File: src/rtl/ring_buffer_leveled.sv
// rtl/ring_buffer_leveled.sv - single-clock FIFO with occupancy count and level flags.
// Define RING_BUFFER_ERR_FLAGS_EN to add clear_errors plus the sticky overflow/underflow flags.
module ring_buffer_leveled #(
   parameter int WordLengthBits       = 8,
   parameter int NumWords             = 128,
   parameter int AlmostFullThreshold  = 124,
   parameter int AlmostEmptyThreshold = 4
) (
   input  logic                               clk,
   input  logic                               rst_n,
   input  logic                               put,
   input  logic [WordLengthBits-1:0]          data_in,
   input  logic                               get,
   output logic [WordLengthBits-1:0]          data_out,
   output logic                               data_out_valid,
   output logic [$clog2(NumWords+1)-1:0]      word_count,
   output logic                               buffer_empty,
   output logic                               buffer_full,
   output logic                               buffer_almost_full,
   output logic                               buffer_almost_empty
`ifdef RING_BUFFER_ERR_FLAGS_EN
   ,
   input  logic                               clear_errors,
   output logic                               overflow,
   output logic                               underflow
`endif
);

   localparam int CountBits = $clog2(NumWords + 1);
   localparam int PtrBits   = ($clog2(NumWords) < 1) ? 1 : $clog2(NumWords);

   if (AlmostFullThreshold < 1 || AlmostFullThreshold > NumWords) begin : g_bad_af
      $error("AlmostFullThreshold must be in 1..NumWords");
   end
   if (AlmostEmptyThreshold < 0 || AlmostEmptyThreshold > NumWords - 1) begin : g_bad_ae
      $error("AlmostEmptyThreshold must be in 0..NumWords-1");
   end

   logic [WordLengthBits-1:0] mem [NumWords];
   logic [PtrBits-1:0]        head;
   logic [PtrBits-1:0]        tail;
   logic                      put_acc;
   logic                      get_acc;

   // Acceptance looks only at the registered flags, so a full FIFO still drains on put+get.
   assign put_acc = put & ~buffer_full;
   assign get_acc = get & ~buffer_empty;

   function automatic logic [PtrBits-1:0] next_ptr(input logic [PtrBits-1:0] p);
      return (p == PtrBits'(NumWords - 1)) ? '0 : p + PtrBits'(1);
   endfunction

   always_ff @(posedge clk) begin
      if (put_acc) begin
         mem[head] <= data_in;
      end
   end

   always_ff @(posedge clk or negedge rst_n) begin
      if (!rst_n) begin
         head           <= '0;
         tail           <= '0;
         word_count     <= '0;
         data_out       <= '0;
         data_out_valid <= 1'b0;
      end else begin
         data_out_valid <= get_acc;
         if (put_acc) begin
            head <= next_ptr(head);
         end
         if (get_acc) begin
            data_out <= mem[tail];
            tail     <= next_ptr(tail);
         end
         case ({put_acc, get_acc})
            2'b10:   word_count <= word_count + CountBits'(1);
            2'b01:   word_count <= word_count - CountBits'(1);
            default: word_count <= word_count;
         endcase
      end
   end

   assign buffer_empty        = (word_count == '0);
   assign buffer_full         = (word_count == CountBits'(NumWords));
   assign buffer_almost_full  = (word_count >= CountBits'(AlmostFullThreshold));
   assign buffer_almost_empty = (word_count <= CountBits'(AlmostEmptyThreshold));

`ifdef RING_BUFFER_ERR_FLAGS_EN
   // A new error in the same cycle as clear_errors must not be lost, so set wins.
   always_ff @(posedge clk or negedge rst_n) begin
      if (!rst_n) begin
         overflow  <= 1'b0;
         underflow <= 1'b0;
      end else begin
         if (put & buffer_full) begin
            overflow <= 1'b1;
         end else if (clear_errors) begin
            overflow <= 1'b0;
         end
         if (get & buffer_empty) begin
            underflow <= 1'b1;
         end else if (clear_errors) begin
            underflow <= 1'b0;
         end
      end
   end
`endif

endmodule

File: config.mk
export PLATFORM = sky130hd
export DESIGN_NAME = ring_buffer_leveled
export DESIGN_NICKNAME = d
export VERILOG_FILES = /design/src/rtl/ring_buffer_leveled.sv
export SDC_FILE = /design/constraint.sdc
export NUM_CORES = 1
export LEC_CHECK = 0
export ABC_CLOCK_PERIOD_IN_PS = 5210
export BUFFER_PORTS_ARGS = -buffer_cell sky130_fd_sc_hd__buf_2
export CAP_MARGIN = 20
export CORE_MARGIN = 2
export CORE_UTILIZATION = 65
export DETAILED_ROUTE_END_ITERATION = 12
export GPL_TIMING_DRIVEN = 1
export PLACE_DENSITY_LB_ADDON = 0.25
export SLEW_MARGIN = 15
export SYNTH_ARGS = -nofsm -noshare
export SYNTH_HDL_FRONTEND = slang
export SYNTH_SLANG_ARGS = --single-unit
File: constraint.sdc
create_clock -name clk -period 5.21 [get_ports clk]
set_input_delay 1.042 -clock clk [delete_from_list [all_inputs] [get_ports clk]]
set_output_delay 1.042 -clock clk [all_outputs]
set_load 0.1 [all_outputs]
==> results.json <==
{
  "drive_above_1_share_pct": 22.8,
  "drtIter0Drc": 2978,
  "min_period_ns": 4.02,
  "ys_types": 56,
  "drv_cap": 0,
  "grt_pass1_vias": 20890,
  "tightestPinTransition_ns": 1.10,
  "cts_buffers": 99,
  "core_mm2": 0.0630,
  "die_y_um": 256,
  "finalWorstSetupSlack_ns": 1.19,
  "io_pins": 33,
  "crit_fanout": 11,
  "p_sw_share_pct": 30.6,
  "synth_cells": 1995,
  "ctsResizeCount": 0,
  "root_buffer": "clkbuf_16",
  "cts_hold_buf": 0,
  "slowest_delay_ns": 0.67,
  "maxSlewViolCount": 0,
  "initial_core_util_pct": 65.7,
  "num_rows": 92,
  "avgSynthCellArea_um2": 20.7,
  "synth_top_cell_by_area": "edfxtp_1",
  "fin_skew_ns": 0.0243,
  "dp_hpwl_um": 56900,
  "power_leakage_nw": 14.5,
  "grt_pass1_wl_um": 142000,
  "fin_crit_sh_pct": 77.1,
  "synth_edf_count": 1024,
  "htreeDepth": 3,
  "dieArea_mm2": 0.0657,
  "ir_worst_vdd_v": 0.000341,
  "track_usage_pct": 29.8,
  "netlist_area_mm2": 0.0414,
  "globalRoute.totalOverflow": 0,
  "holdWs_ns": 0.475,
  "final_nets": 2088,
  "clockPowerShare_pct": 32.7,
  "grt_antenna_before_repair": 0,
  "clock_tree.buffer_depth": 3,
  "post_cts_buffers": 0,
  "yosysWarnings": 0,
  "die_w_um": 256,
  "power-per-cell-area_mw_per_mm2": 508,
  "combPwrFrac_pct": 24.5,
  "crit_chain": "nor4_1 -> a31oi_1 -> inv_1 -> ha_1 -> ha_1 -> a21o_1 -> a21oi_1 -> o21bai_1 -> a2111o_1 -> a2111o_1 -> o211ai_1",
  "async_flop_share_pct": 2.94,
  "gp_congestion": 0.894,
  "required_ns": 5.78,
  "worst_setup_path_start_kind": "register",
  "path_class": "register to register",
  "numPortBuffers": 32,
  "drtPass1Iterations": 5,
  "clock_latency_ns": 0.66,
  "p_sw_mw": 7.14,
  "synth_common_cells": "1024 x edfxtp_1, 241 x mux4_2, 172 x nor2_1, 69 x mux2i_1, 43 x nand2_1",
  "endpoint_kind": "register",
  "dp.cells": 2811,
  "p_int_mw": 16.2,
  "syn-num-nets": 2017,
  "cp_slowest_cell": "nor4_1",
  "syn_to_final_growth_pct": 11.0,
  "cp.arrival_ns": 4.59,
  "pre_cts_ws_ns": 1.19,
  "fmax_mhz": 249,
  "clk_pin_slew_ns": 0.06,
  "drc": 0,
  "grt_max_degree": 88,
  "yosysSeqAreaShare_pct": 76.2,
  "instances_no_fill": 2995,
  "slew_headroom_pct": 26.4,
  "yosysMostFrequentCell": "edfxtp_1",
  "status": "finished, final reports clean",
  "num-fill-cells": 3500,
  "diodes": 0,
  "setup_viol": 0,
  "netlist_top_cells_area": "edfxtp_1 74%, mux4_2 13%, dfrtp_1 1.9%, mux2i_1 1.7%, nor2_1 1.6%",
  "synth.top_cell.area_share_pct": 74.4,
  "p_seq_share_pct": 42.7,
  "wire_per_inst_um": 32.0,
  "hold_viol": 0,
  "vias_per_cell": 6.98,
  "cts_tree": "built",
  "ys_ff_latch": 1055,
  "synth_flop_cell": "edfxtp_1",
  "rsz0062_at_grt": "no",
  "route.antenna.remaining_nets": 0,
  "drt_wl_total_um": 95800,
  "finish.utilization_pct": 72.9,
  "hold_path.class": "input port to async pin",
  "setup_tns_ns": 0,
  "route.vias.total": 20900,
  "cts_sinks": 1055
}
## layout make-up
class	count	area (µm²)	share of cell area, %
multi-input cells	824	9200	20.1
well taps	846	1060	2.31
repair buffers	74	583	1.27
clock inverters	71	876	1.91
flip-flops and latches	1055	31500	68.7
inverters	12	45.0	0.0982
clock buffers	113	2580	5.63
## worst max-delay path, delay by kind of cell, from the launching register on
| kind | cells | cell delay, ns |
|---|---|---|
| compound gates | 7 | 1.82 |
| fa+ha+maj | 2 | 0.76 |
| buf+inv | 1 | 0.23 |
| flops | 1 | 0.43 |
| simple gates | 1 | 0.67 |
## state kept, by name (all words and copies together) (netlist names)
register,cells
tail,7
data_out,8
word_count,8
head,7
mem,1024
data_out_valid,1
## cell usage in the layout (no fill, tap or decap), types with 8 or more instances in the layout
| master | Yosys | layout |
|---|---|---|
| clkinv_1 | 1 | 23 |
| nor2_1 | 172 | 172 |
| dfrtp_1 | 31 | 28 |
| a22oi_1 | 39 | 39 |
| xnor2_1 | 11 | 11 |
| buf_2 | 36 | 24 |
| ha_1 | 9 | 9 |
| a211oi_1 | 12 | 12 |
| nor3_1 | 13 | 12 |
| a22o_1 | 8 | 8 |
| bufinv_16 | 0 | 19 |
| a21oi_1 | 20 | 20 |
| clkbuf_16 | 0 | 101 |
| buf_4 | 18 | 43 |
| mux4_2 | 241 | 241 |
| o22ai_1 | 14 | 14 |
| o221ai_1 | 9 | 9 |
| nand2_1 | 43 | 39 |
| clkbuf_1 | 34 | 11 |
| clkinv_2 | 0 | 17 |
| mux2_2 | 12 | 12 |
| inv_1 | 11 | 11 |
| o21ai_0 | 19 | 19 |
| mux2i_1 | 69 | 69 |
| nor2b_1 | 20 | 20 |
| edfxtp_1 | 1024 | 1024 |
| nand3_1 | 23 | 23 |
## logic make-up (layout without fill, tap and decap cells)
logic type      after synthesis  after routing  share of synthesized area, %
simple gates                308            308                          3.28
compound gates              165            165                          2.86
flops                      1055           1055                          76.2
fa+ha+maj                    10             10                         0.321
xor+xnor                     14             14                         0.297
buf+inv                     116            270                          1.57
mux                         327            327                          15.4
## per-stage QoR
step / power (mW) / cell area [µm²]
finish: 23.3 / 45900
floorplan: 13.9 / 41400
detailed placement: 15.7 / 42400
global placement: 15.6 / 42400
CTS: 23.3 / 45900
global route: 23.9 / 45900
## power by group through the flow
stage | clock, mW | sequential (mW) | combinational (mW)
floorplan | 0 | 10.3 | 3.61
CTS | 7.67 | 9.95 | 5.66
global route | 7.98 | 9.99 | 5.93
finish | 7.64 | 9.96 | 5.73
global placement | 0 | 10.1 | 5.50
detailed placement | 0 | 10.1 | 5.59
## per-layer routing
| metal | vias to the layer above | part of all wire [%] | GRT usage, % |
|---|---|---|---|
| met1 | 10778 | 37 | 43.6 |
| met5 | - | 0 | 0 |
| met3 | 228 | 12 | 6.01 |
| met2 | 1481 | 47 | 45.4 |
| li1 | 8413 | - | - |
| met4 | 0 | 4.0 | 11.9 |
## path summary, 6_finish.rpt
path / startpoint / to / slack (ns) / cells past startpoint
min: rst_n / word_count[5] / 0.48 / 1
max in group asynchronous: rst_n / tail[2] / 4.12 / 1
min reg2reg: head[2] / head[2] / 0.54 / 1
max: word_count[6] / word_count[7] / 1.19 / 11
min in group clk: head[2] / head[2] / 0.54 / 1
max reg2reg: word_count[6] / word_count[7] / 1.19 / 11
No activity file was read; power rests on OpenSTA's default activity.
